File: src/rtl/seg_disp_sched_pkg.sv
// Shared display types and constants: FSM encoding, data width, default dwell.
package seg_disp_sched_pkg;

  localparam int unsigned DATA_W        = 32;
  localparam int unsigned DWELL_DEFAULT = 12_500_000;

  typedef enum logic [1:0] {
    ST_IDLE = 2'd0,
    ST_SHOW = 2'd1,
    ST_NEXT = 2'd2
  } state_t;

endpackage

File: src/rtl/seg_disp_sched_if.sv
// Source write bus, dwell/pin controls and display outputs of the display scheduler.
interface seg_disp_sched_if #(
  parameter int unsigned NUM_SRC = 4,
  parameter int unsigned SEL_W   = 2,
  parameter int unsigned DWELL_W = 24
);
  import seg_disp_sched_pkg::*;

  logic [NUM_SRC-1:0]        src_valid;
  logic [DATA_W*NUM_SRC-1:0] src_data;
  logic [NUM_SRC-1:0]        src_ready;
  logic [DWELL_W-1:0]        dwell;
  logic                      pin_en;
  logic [SEL_W-1:0]          pin_sel;
  logic [DATA_W-1:0]         num;
  logic [SEL_W-1:0]          cur_src;
  logic                      num_valid;

  modport master (
    output src_valid, src_data, dwell, pin_en, pin_sel,
    input  src_ready, num, cur_src, num_valid
  );

  modport slave (
    input  src_valid, src_data, dwell, pin_en, pin_sel,
    output src_ready, num, cur_src, num_valid
  );

endinterface

File: src/rtl/seg_disp_sched_rr_next_sel.sv
// Round-robin pick of the first set mask bit strictly after i_cur, wrapping;
// holds i_cur when no other bit is set.
module rr_next_sel #(
  parameter int unsigned NUM_SRC = 4,
  parameter int unsigned SEL_W   = 2
) (
  input  logic [NUM_SRC-1:0] i_mask,
  input  logic [SEL_W-1:0]   i_cur,
  output logic [SEL_W-1:0]   o_next_c,
  output logic               o_found_c
);

  logic [SEL_W-1:0] w_idx;

  // Scan farthest-first so the nearest candidate wins.
  always_comb begin
    o_next_c  = i_cur;
    o_found_c = 1'b0;
    w_idx     = '0;
    for (int k = int'(NUM_SRC) - 1; k >= 1; k--) begin
      w_idx = i_cur + SEL_W'(k);
      if (i_mask[w_idx]) begin
        o_next_c  = w_idx;
        o_found_c = 1'b1;
      end
    end
  end

endmodule

File: src/rtl/seg_disp_sched.sv
// Multi-source seven-segment display scheduler: per-source slots, dwell-timed
// round-robin rotation with pinning.
module seg_disp_sched
  import seg_disp_sched_pkg::*;
#(
  parameter int unsigned NUM_SRC = 4,
  parameter int unsigned SEL_W   = 2,
  parameter int unsigned DWELL_W = 24
) (
  input  logic              clk,
  input  logic              rst,
  seg_disp_sched_if.slave   bus
);

  state_t              r_state, w_state_nxt;
  logic [SEL_W-1:0]    r_cur, w_cur_nxt, w_first, w_rr_next;
  logic                w_rr_found;
  logic [DWELL_W-1:0]  r_cnt, w_cnt_nxt, w_lim;
  logic [NUM_SRC-1:0]  r_ready, r_written, w_acc, w_written_nxt;
  logic [DATA_W-1:0]   r_slot [NUM_SRC];
  logic [DATA_W-1:0]   r_num;
  logic                r_num_valid;

  assign w_acc         = bus.src_valid & r_ready;
  assign w_written_nxt = r_written | w_acc;
  assign w_lim         = (bus.dwell == '0) ? '0 : bus.dwell - DWELL_W'(1);

  // Lowest-indexed accepted write seeds the rotation out of IDLE.
  always_comb begin
    w_first = '0;
    for (int i = int'(NUM_SRC) - 1; i >= 0; i--) begin
      if (w_acc[i]) w_first = SEL_W'(i);
    end
  end

  rr_next_sel #(
    .NUM_SRC (NUM_SRC),
    .SEL_W   (SEL_W)
  ) u_rr (
    .i_mask    (r_written),
    .i_cur     (r_cur),
    .o_next_c  (w_rr_next),
    .o_found_c (w_rr_found)
  );

  always_ff @(posedge clk) begin
    if (!rst) begin
      r_state <= ST_IDLE;
      r_cur   <= '0;
      r_cnt   <= '0;
    end else begin
      r_state <= w_state_nxt;
      r_cur   <= w_cur_nxt;
      r_cnt   <= w_cnt_nxt;
    end
  end

  // Pinning overrides rotation; leaving it resumes SHOW with a zeroed count.
  always_comb begin
    w_state_nxt = r_state;
    w_cur_nxt   = r_cur;
    w_cnt_nxt   = r_cnt;
    if (bus.pin_en) begin
      w_cur_nxt   = bus.pin_sel;
      w_cnt_nxt   = '0;
      w_state_nxt = (|w_written_nxt) ? ST_SHOW : ST_IDLE;
    end else begin
      unique case (r_state)
        ST_IDLE: begin
          if (|w_acc) begin
            w_state_nxt = ST_SHOW;
            w_cur_nxt   = w_first;
            w_cnt_nxt   = '0;
          end
        end
        ST_SHOW: begin
          if (r_cnt >= w_lim) begin
            w_cnt_nxt   = '0;
            w_state_nxt = ST_NEXT;
          end else begin
            w_cnt_nxt = r_cnt + DWELL_W'(1);
          end
        end
        ST_NEXT: begin
          if (w_rr_found) w_cur_nxt = w_rr_next;
          w_state_nxt = ST_SHOW;
        end
        default: w_state_nxt = ST_IDLE;
      endcase
    end
  end

  // Slot storage and display register; num follows the shown slot one edge later.
  always_ff @(posedge clk) begin
    if (!rst) begin
      r_ready     <= '0;
      r_written   <= '0;
      r_num       <= '0;
      r_num_valid <= 1'b0;
      for (int i = 0; i < int'(NUM_SRC); i++) r_slot[i] <= '0;
    end else begin
      r_ready   <= '1;
      r_written <= w_written_nxt;
      for (int i = 0; i < int'(NUM_SRC); i++) begin
        if (w_acc[i]) r_slot[i] <= bus.src_data[DATA_W*i +: DATA_W];
      end
      r_num       <= r_slot[r_cur];
      r_num_valid <= r_written[r_cur];
    end
  end

  assign bus.src_ready = r_ready;
  assign bus.num       = r_num;
  assign bus.cur_src   = r_cur;
  assign bus.num_valid = r_num_valid;

endmodule

File: src/flat_wrapper.sv
// flat-port wrapper written by rule: the top's interface ports become plain ports
module seg_disp_sched_flat import seg_disp_sched_pkg::*;
#(
  parameter int unsigned NUM_SRC = 4,
  parameter int unsigned SEL_W   = 2,
  parameter int unsigned DWELL_W = 24
)
  (clk, rst, bus_src_valid, bus_src_data, bus_dwell, bus_pin_en, bus_pin_sel, bus_src_ready, bus_num, bus_cur_src, bus_num_valid);
  seg_disp_sched_if #(.NUM_SRC(NUM_SRC), .SEL_W(SEL_W), .DWELL_W(DWELL_W)) bus_i ();
  input  logic clk;
  input  logic rst;
  input wire logic [$bits(bus_i.src_valid)-1:0] bus_src_valid;
  input wire logic [$bits(bus_i.src_data)-1:0] bus_src_data;
  input wire logic [$bits(bus_i.dwell)-1:0] bus_dwell;
  input wire logic [$bits(bus_i.pin_en)-1:0] bus_pin_en;
  input wire logic [$bits(bus_i.pin_sel)-1:0] bus_pin_sel;
  output wire logic [$bits(bus_i.src_ready)-1:0] bus_src_ready;
  output wire logic [$bits(bus_i.num)-1:0] bus_num;
  output wire logic [$bits(bus_i.cur_src)-1:0] bus_cur_src;
  output wire logic [$bits(bus_i.num_valid)-1:0] bus_num_valid;
  assign bus_i.src_valid = bus_src_valid;
  assign bus_i.src_data = bus_src_data;
  assign bus_i.dwell = bus_dwell;
  assign bus_i.pin_en = bus_pin_en;
  assign bus_i.pin_sel = bus_pin_sel;
  assign bus_src_ready = bus_i.src_ready;
  assign bus_num = bus_i.num;
  assign bus_cur_src = bus_i.cur_src;
  assign bus_num_valid = bus_i.num_valid;
  seg_disp_sched #(.NUM_SRC(NUM_SRC), .SEL_W(SEL_W), .DWELL_W(DWELL_W)) u_core (.clk(clk), .rst(rst), .bus(bus_i));
endmodule
File: config.mk
export PLATFORM = sky130hd
export DESIGN_NAME = seg_disp_sched_flat
export DESIGN_NICKNAME = d
export VERILOG_FILES = /design/src/rtl/seg_disp_sched_pkg.sv /design/src/rtl/seg_disp_sched_if.sv /design/src/rtl/seg_disp_sched_rr_next_sel.sv /design/src/rtl/seg_disp_sched.sv /design/src/flat_wrapper.sv
export SDC_FILE = /design/constraint.sdc
export NUM_CORES = 1
export LEC_CHECK = 0
export BUFFER_PORTS_ARGS = -buffer_cell sky130_fd_sc_hd__buf_2
export CORE_MARGIN = 2
export CORE_UTILIZATION = 55
export DETAILED_ROUTE_END_ITERATION = 8
export PLACE_DENSITY = 0.78
export SYNTH_ARGS = -nofsm -noshare
export SYNTH_HDL_FRONTEND = slang
export SYNTH_SLANG_ARGS = --single-unit
File: constraint.sdc
create_clock -name clk -period 4 [get_ports clk]
set_input_delay 0 -clock clk [delete_from_list [all_inputs] [get_ports clk]]
set_output_delay 0 -clock clk [all_outputs]
set_load 0.05 [all_outputs]
==> reports/metrics.cfg, run 1 <==
[timing]
hold_viol_final=0
fin_crit_sh_pct=90.4
tightest_slew_ns=1.16
relSlewSlack_pct=22.3
skew_ns=0.0160
period_minus_slack_ns=3.62
fmax_mhz=277
rsz0062_at_grt=no
slew_viol_final=0
setup-tns-final_ns=0
setup_viol=0

[power]
power_frac_comb_pct=13.2
sw_frac_of_total_pct=25.4
total_power_w=0.00466
irDropWorstVdd_v=0.000395
power_switching_w=0.00118
clkPwrFrac_pct=37.5
seq_power_share_pct=49.3
intPower_w=0.00348
power.leakage_nw=5.31
p_per_area_nw_per_um2=371

[drt]
drc=0
wirelength_um=26700
drt_iter0_markers=511
ant_nets=0
wire_per_inst_um=20.1
drt_first_pass_iters=7
num_vias=7523
viasPerCell=5.65

[global_routing]
grt_pass1_vias=7658
grt_overflow=0
antenna_found_initial=1
grt_first_pass_wirelength_um=41000
track_usage_pct=30.1
grt_max_degree=33

[logic_synthesis]
synth_fp_nets=957
yosysWarnings=0
synth.avg_cell_area_um2=12.2
syn_area_um2=9350
yosysTopAreaCell=edfxtp_1
ys_seq_area_share_pct=55.2
synth_most_common_cell=and2_1
yosys-top-cells-count=166 x and2_1, 128 x edfxtp_1, 66 x dfxtp_1
synth_area_leaders=edfxtp_1 41%, dfxtp_1 14%, and2_1 11%
synthArstFlopShare_pct=0
synth_top_area_share_pct=41.1
ys_ff_latch=194
ys_types=65
synth_edf_count=128
ys.flop_type=edfxtp_1
synth_cells=769

[critical_path]
crit_required_ns=4.30
r2r_cells=7
cp_max_fo=10
worstSetupStartpointType=primary input
critPathCaptureType=flip-flop
arrival_ns=3.91
path_class=in -> reg

[status]
status=finished clean

[placement]
dp_hpwl_um=15700
portBuffers=199
place_congestion=0.875

[floorplanning]
rows=47
ios=200
die_y_um=134
initial_utilization_pct=56.4
dieArea_um2=18100
fp.dieW_um=134
coreArea_um2=16600

[clocking]
cts-root-buf=clkbuf_16
max-clock-path-buffers=2
clk_pin_slew_worst_paths_ns=0.07
cts_tree=built
cts_buffers=17
clock-sinks=194
insertion_delay_ns=0.43
htree_levels=4
cts_setup_buffers=0

[min_path]
hold_path_depth=2
hold_path.class=in -> reg

[final_layout]
syn_to_final_growth_pct=34.1
fin_nets=1286
layout-drive-gt1-share_pct=27.0

[flow_run]
drv_cap=0

[critical path: stages]
cell and delay (ns):
buf_2 0.11, or4_1 0.58, nor3_2 0.28, nand4_1 0.15, or3_1 0.35, nor3b_1 0.18
a21oi_1 0.07, ha_1 0.30, and4_1 0.22, nand2_1 0.10, a2111oi_0 0.59, a211o_1 0.43
or2_0 0.40, o21ai_0 0.15
[timing repair]
| action | 4_1_cts | 5_1_grt |
|---|---|---|
| resized for setup | 0 | 0 |
| hold buffers | 136 | 0 |
| endpoints found under the hold margin | 135 | 0 |
[layout make-up]
class	instances	area [µm²]
Clock inverter	14	166
Multi-Input combinational cell	518	3950
Sequential cell	194	5170
Inverter	13	48.8
Timing Repair Buffer	354	2500
Antenna cell	1	2.50
Fill cell	1052	4050
Clock buffer	18	429
Tap cell	220	275
[final timing paths]
path / slack (ns) / start / to
worst max-delay path: 0.38 / bus_dwell[7] / u_core.r_cnt[4]$_SDFFE_PP0P_
worst min-delay path: 0.09 / rst / u_core.r_state[0]$_SDFFE_PN0P_
worst max register to register: 1.28 / u_core.r_cnt[21]$_SDFFE_PP0P_ / u_core.r_cnt[4]$_SDFFE_PP0P_
worst min register to register: 0.50 / u_core.r_cnt[23]$_SDFFE_PP0P_ / u_core.r_cnt[23]$_SDFFE_PP0P_
[power by group through the flow]
stage          logic, W  registers [W]  clock network, W
6_report       0.000616        0.00229           0.00175
5_1_grt        0.000656        0.00230           0.00183
4_1_cts        0.000600        0.00229           0.00175
3_5_place_dp   0.000492        0.00233                 0
3_3_place_gp   0.000485        0.00233                 0
2_1_floorplan  0.000247        0.00238                 0
[cells by family after synthesis]
group / synth area share [%]
buf+inv: 2.53
mux: 8.50
compound gates: 7.03
xor+xnor: 1.78
simple gates: 21.3
fa+ha+maj: 3.61
flops: 55.2
[stage by stage]
step / cell area, µm² / hold WS, ns / worst slack (ns) / utilization (%) / std cells
after floorplan: 9350 / 0.0277 / 0.451 / - / 769
after global placement: 10600 / 0.277 / 0.154 / 63.8 / 1163
after detailed placement: 10600 / 0.280 / 0.0187 / 63.8 / 1163
after CTS: 12500 / 0.0686 / 0.462 / 75.6 / 1331
after global routing: 12500 / 0.0849 / 0.0913 / 75.6 / 1332
final: 12500 / 0.0854 / 0.384 / 75.6 / 1332
[placed cells by master, fill, tap and decap left out, types with 14 or more instances in the layout]
| cell type | instances |
|---|---|
| buf_4 | 19 |
| nor2_1 | 23 |
| and2_1 | 166 |
| dfxtp_1 | 64 |
| nand2_1 | 59 |
| dlygate4sd3_1 | 136 |
| clkbuf_16 | 17 |
| mux4_2 | 33 |
| ha_1 | 27 |
| buf_2 | 199 |
| xor2_1 | 14 |
| a21oi_1 | 16 |
| edfxtp_1 | 128 |
[flip-flops by register name, indices dropped and copies added (netlist names)]
signal / count
u_core.bus.src_ready: 1
u_core.r_state: 2
u_core.r_slot: 128
u_core.bus.cur_src: 2
u_core.bus.num_valid: 1
u_core.r_cnt: 24
u_core.bus.num: 32
u_core.r_written: 4
[routing by layer]
| metal | vias up | wire length [µm] | global-route usage, % |
|---|---|---|---|
| met5 | - | 0 | 0 |
| met4 | 0 | 930 | 11.6 |
| met3 | 64 | 1590 | 5.63 |
| met2 | 302 | 13800 | 54.1 |
| met1 | 3680 | 10400 | 35.9 |
| li1 | 3477 | - | - |
(Power assumes the default switching activity.)
==> inputs of run 2 (changes only) <==
==> constraint.sdc (replaced) <==
create_clock -name clk -period 3.4 [get_ports clk]
set_input_delay 0 -clock clk [delete_from_list [all_inputs] [get_ports clk]]
set_output_delay 0 -clock clk [all_outputs]
set_load 0.05 [all_outputs]
==> run 2 against run 1 <==
  * Core utilization is 1.4 points higher
  * Register-to-register slack worse by 0.54 ns
  * Die area stayed put
  * Global-route usage is 0.12 points higher
  * Clock power is 15% higher
  * Via count is 0.48% higher
  * Sequential share of layout area is 0.77 points lower
  * Clock skew is 0.0045 ns lower
  * Sequential power is 17% higher
  * Combinational power is 23% higher
  * Sequential cell count stayed put
  * Cell count is 1.8% higher
  * Largest cell class unchanged
==> reports/metrics.cfg, run 2 (synthesis gave the netlist of run 1 again) <==
[timing]
relSlewSlack_pct=45.4  ; +23 points
setup-tns-final_ns=0  ; unchanged
fin_crit_sh_pct=94.1
rsz0062_at_grt=no
hold_slack_ns=0.0119  ; -0.0734 ns
hold_viol_final=0  ; unchanged
slew_viol_final=0  ; unchanged
period_minus_slack_ns=3.20
skew_ns=0.0115  ; -0.00452 ns
fmax_mhz=312
setup_viol=0  ; unchanged
tightest_slew_ns=0.817  ; -0.347 ns

[placement]
placed_area_um2=10800  ; +2.1%
dp_cells=1187  ; +2.1%
dp_hpwl_um=16100  ; +2.8%
place_congestion=0.876  ; +0.17%
portBuffers=199  ; unchanged

[critical_path]
crit_top_cell=buf_4
cpPeakStageDelay_ns=0.55  ; -0.04 ns
cp_slowest_cell=or4_4
worstSetupStartpointType=primary input
critPathCaptureType=flip-flop
crit_required_ns=3.71  ; -0.59 ns
cp_top_family=simple AND/OR/NAND/NOR gates
r2r_cells=9  ; +2
path_class=in -> reg
critical_path.cell_chain=buf_2, or4_4, nor3_4, buf_4, buf_4, nand4_1, nor2_1, nand2_1, mux2_2, ha_1, and4_1, nand2_2, a2111oi_4, a211o_1, buf_4, nor2_1, a221o_1
cp_max_fo=10  ; unchanged
cp_num_buf_inv=4  ; +3
cp_num_cells=17  ; +3
arrival_ns=3.51  ; -0.40 ns

[clocking]
cts-root-buf=clkbuf_16
max-clock-path-buffers=2  ; unchanged
cts_tree=built
cts_buffers=17  ; unchanged
clk_pin_slew_worst_paths_ns=0.07  ; about the same
htree_levels=4  ; unchanged
insertion_delay_ns=0.43  ; about the same
clock-sinks=194  ; unchanged

[final_layout]
n_fill_cell=1022  ; -2.9%
fin_nets=1310  ; +1.9%
syn_to_final_growth_pct=36.7
top_register=u_core.r_slot
design_area_um2=12800  ; +1.9%
layout_commonest_cell=buf_2
largest_reg_flops=128  ; unchanged
layout-drive-gt1-share_pct=28.9  ; +1.9 points
final_cell_mix=199 x buf_2, 166 x and2_1, 136 x dlygate4sd3_1
stdcell_count=1356  ; +1.8%

[floorplanning]
die_y_um=134  ; unchanged
initial_utilization_pct=56.4  ; unchanged
coreArea_um2=16600  ; unchanged
rows=47  ; unchanged
ios=200  ; unchanged
dieArea_um2=18100  ; unchanged
fp.dieW_um=134  ; unchanged

[power]
power.leakage_nw=5.43  ; +2.4%
p_per_area_nw_per_um2=427  ; +15%
irDropWorstVdd_v=0.000420  ; +6.5%

[min_path]
hold_path.class=in -> reg
hold_path_depth=1  ; -1

[global_routing]
grt_first_pass_wirelength_um=41100  ; +0.17%
antenna_found_initial=1  ; unchanged
track_usage_pct=30.2  ; +0.12 points
grt_overflow=0  ; unchanged
grt_max_degree=35  ; +6.1%
grt_pass1_vias=7704  ; +0.60%

[status]
status=finished clean

[drt]
drc=0  ; unchanged
wire_per_inst_um=19.6  ; -2.2%
ant_nets=0  ; unchanged
viasPerCell=5.57  ; -1.3%
drt_first_pass_iters=5  ; -2
wirelength_um=26600  ; -0.46%
num_vias=7559  ; +0.48%
drt_iter0_markers=639  ; +25%

[flow_run]
drv_cap=0  ; unchanged

[run 2: area by class of cell]
class / instances / area [µm²] / share of cell area (%)
Inverter: 13 / 48.8 / 0.382
Sequential cell: 194 / 5170 / 40.4
Tap cell: 220 / 275 / 2.15
Multi-Input combinational cell: 518 / 3990 / 31.2
Clock inverter: 13 / 144 / 1.13
Timing Repair Buffer: 378 / 2710 / 21.2
Clock buffer: 19 / 443 / 3.47
Antenna cell: 1 / 2.50 / 0.0196
[run 2: path summary, 6_finish.rpt]
kind | slack [ns] | startpoint | endpoint
min reg2reg | 0.52 | u_core.r_cnt[23]$_SDFFE_PP0P_ | u_core.r_cnt[23]$_SDFFE_PP0P_
max reg2reg | 0.74 | u_core.r_cnt[0]$_SDFFE_PP0P_ | u_core.r_cnt[9]$_SDFFE_PP0P_
min | 0.01 | rst | u_core.bus.src_ready[2]$_DFF_P_
max | 0.20 | bus_dwell[7] | u_core.r_cnt[9]$_SDFFE_PP0P_
[run 2: layer usage]
metal | wire [µm] | GRT usage (%)
met1 | 10500 | 37.7
met2 | 13500 | 53.3
met3 | 1870 | 5.63
met4 | 670 | 9.59
met5 | 0 | 0
[run 2: power breakdown]
group	internal (W)	switching, W
registers	0.00263	0.0000603
logic	0.000364	0.000392
clock network	0.00106	0.000949
[run 2: what timing repair did]
item | in CTS | in global routing
hold buffers | 136 | 0
setup buffers | 0 | 0
setup endpoints to repair | 0 | 19
endpoints found under the hold margin | 135 | 0
resized for setup | 0 | 5
[run 2: stage by stage]
step	total power [W]	utilization [%]	worst slack, ns
finish	0.00545	77.0	0.200
detailed placement	0.00335	65.1	-0.308
floorplan	0.00310	-	-0.142
CTS	0.00543	76.9	0.145
global route	0.00562	77.0	0.00472
global placement	0.00333	65.1	-0.226
==> inputs of run 3 (changes only) <==
--- a/config.mk
+++ b/config.mk
@@ -9,7 +9,8 @@
 export CORE_MARGIN = 2
 export CORE_UTILIZATION = 55
 export DETAILED_ROUTE_END_ITERATION = 8
-export PLACE_DENSITY = 0.78
+export PLACE_DENSITY = 0.91
+export RECOVER_POWER = 25
 export SYNTH_ARGS = -nofsm -noshare
 export SYNTH_HDL_FRONTEND = slang
 export SYNTH_SLANG_ARGS = --single-unit
==> run 3 against run 2 <==
  * The run now ends with capacitance limit, slew limit left
  * Routed wire length rose by 9.9%
  * Sequential cell count did not move
  * First-iteration DRC count rose by 32%
  * Sequential share of layout area rose by 0.15 points
  * Largest cell class unchanged
  * Total power barely moved
  * Critical path type unchanged
  * Design area fell by 0.40%
  * Combinational power rose by 1%
  * Via count rose by 4.5%
==> reports/metrics.cfg, run 3 (synthesis gave the netlist of run 1 again) <==
[global_routing]
track_usage_pct=32.9  ; +2.7 points
grt_first_pass_wirelength_um=44200  ; +7.6%
antenna_found_initial=2  ; +1
grt_max_degree=50  ; +43%
grt_overflow=0  ; unchanged
grt_pass1_vias=8155  ; +5.9%

[placement]
placed_area_um2=10700  ; -0.65%
place_congestion=0.922  ; +5.2%
dp_hpwl_um=16000  ; -1.1%
portBuffers=199  ; unchanged
preCtsSetupSlack_ns=-0.355  ; -0.0469 ns
dp_cells=1181  ; -0.51%

[final_layout]
n_fill_cell=1014  ; -0.78%
layout_commonest_cell=buf_2
top_register=u_core.r_slot
stdcell_count=1357  ; +0.074%
largest_reg_flops=128  ; unchanged
layout-drive-gt1-share_pct=25.5  ; -3.4 points
design_area_um2=12700  ; -0.40%
syn_to_final_growth_pct=36.1
final_cell_mix=160 x buf_2, 144 x and2_1, 139 x dlygate4sd3_1
fin_nets=1310  ; unchanged

[drt]
ant_nets=0  ; unchanged
drt_first_pass_iters=5  ; unchanged
wire_per_inst_um=21.5  ; +9.8%
viasPerCell=5.82  ; +4.5%
wirelength_um=29200  ; +9.9%
drc=0  ; unchanged
num_vias=7902  ; +4.5%
drt_iter0_markers=841  ; +32%

[floorplanning]
coreArea_um2=16600  ; unchanged
dieArea_um2=18100  ; unchanged
fp.dieW_um=134  ; unchanged
ios=200  ; unchanged
rows=47  ; unchanged
initial_utilization_pct=56.4  ; unchanged
die_y_um=134  ; unchanged

[timing]
slew_viol_final=50  ; +50
fin_crit_sh_pct=96.5  ; +2.4 points
tightest_slew_ns=2.22  ; +1.41 ns
skew_ns=0.0116  ; +0.000170 ns
period_minus_slack_ns=3.28  ; +0.0820 ns
fmax_mhz=305  ; -2.5%
hold_slack_ns=0.384  ; +0.372 ns
hold_viol_final=0  ; unchanged
fin_ws_ns=0.118  ; -0.0820 ns
relSlewSlack_pct=-48.3  ; -94 points
setup_viol=0  ; unchanged

[clocking]
max-clock-path-buffers=2  ; unchanged
cts_buffers=17  ; unchanged
clock-sinks=194  ; unchanged
insertion_delay_ns=0.44  ; about the same
clk_pin_slew_worst_paths_ns=0.07  ; about the same
htree_levels=4  ; unchanged
cts_tree=built
cts-root-buf=clkbuf_16

[power]
clkPwrFrac_pct=36.6  ; -0.2 points
power.leakage_nw=5.25  ; -3.3%
power_frac_comb_pct=14.0  ; about the same
irDropWorstVdd_v=0.000368  ; -12%
power_switching_w=0.00144  ; +2.8%
seq_power_share_pct=49.4  ; about the same
intPower_w=0.00402  ; -0.85%
sw_frac_of_total_pct=26.4  ; +0.70 points
p_per_area_nw_per_um2=429  ; +0.50%

[min_path]
hold_path.startpoint=bus_src_data[100]
hold_path_depth=3  ; +2
hold_path_end=u_core.r_slot[3][4]$_SDFFCE_PN0P_
hold_path.class=in -> reg

[critical_path]
cp_max_fo=5  ; -5
timing.rr.start=u_core.bus.cur_src[0]$_SDFFE_PN0P_
worstSetupStartpointType=primary input
critPathCaptureType=flip-flop
path_class=in -> reg
r2r_slack_ns=0.48  ; -0.26 ns
r2r_cells=7  ; -2
crit_required_ns=3.78  ; +0.07 ns
arrival_ns=3.66  ; +0.15 ns
r2r-end=u_core.bus.cur_src[0]$_SDFFE_PN0P_

[status]
violations=capacitance limit, slew limit
status=finished with violations

[flow_run]
drv_cap=1  ; +1

[run 3: repair_timing]
action,in CTS,in global routing
hold endpoints to repair,136,0
hold buffers,139,0
setup endpoints to repair,0,21
setup buffers,0,3
gates resized for setup,0,9
[run 3: power groups by stage]
stage | combinational (W) | clock, W | sequential [W]
floorplan | 0.000291 | 0 | 0.00281
global placement | 0.000592 | 0 | 0.00273
detailed placement | 0.000607 | 0 | 0.00274
CTS | 0.000739 | 0.00198 | 0.00268
global route | 0.000810 | 0.00209 | 0.00270
finish | 0.000766 | 0.00200 | 0.00269
[run 3: worst max-delay path: stages]
cell      delay (ns)
buf_2           0.11
or4_4           0.55
nor3_4          0.21
nand4_1         0.15
or3_1           0.37
nor3b_2         0.17
a21oi_1         0.06
ha_1            0.32
a211oi_2        0.22
nor2_1          0.08
or4_4           0.43
a211o_1         0.34
buf_4           0.16
buf_4           0.14
o31ai_2         0.20
o31a_1          0.15
[run 3: cell type report]
cell class | count | area (µm²) | area share [%]
clock buffers | 20 | 468 | 3.68
clock inverters | 12 | 119 | 0.934
repair buffers | 378 | 2630 | 20.7
flip-flops and latches | 194 | 5170 | 40.6
diodes | 2 | 5.00 | 0.0393
inverters | 13 | 48.8 | 0.383
multi-input cells | 518 | 4010 | 31.5
well taps | 220 | 275 | 2.16
[run 3: worst max-delay path by stage]
stage / from / end / slack [ns] / cells past startpoint
floorplan: bus_dwell[7] / u_core.r_cnt[13]$_SDFFE_PP0P_ / -0.14 / 15
global placement: bus_dwell[7] / u_core.r_cnt[17]$_SDFFE_PP0P_ / -0.31 / 15
detailed placement: bus_dwell[7] / u_core.r_cnt[9]$_SDFFE_PP0P_ / -0.35 / 15
CTS: bus_dwell[7] / u_core.r_cnt[13]$_SDFFE_PP0P_ / 0.08 / 14
global route: bus_dwell[7] / u_core.r_cnt[7]$_SDFFE_PP0P_ / -0.04 / 16
finish: bus_dwell[7] / u_core.r_cnt[5]$_SDFFE_PP0P_ / 0.12 / 16
[run 3: layer usage]
metal  track usage, %  vias to the layer above  wire [µm]
met4             21.5                        0       1840
li1                 -                     3521          -
met2             56.8                      527      14700
met3             5.97                      130       2470
met5                0                        -          0
met1             37.5                     3724      10200
[run 3: per-stage QoR]
step	setup TNS (ns)	util [%]	total power, W
finish	0	76.7	0.00546
global route	-0.0992	76.7	0.00560
CTS	0	76.6	0.00540
detailed placement	-6.20	64.7	0.00334
global placement	-5.01	64.7	0.00332
floorplan	-1.49	-	0.00310
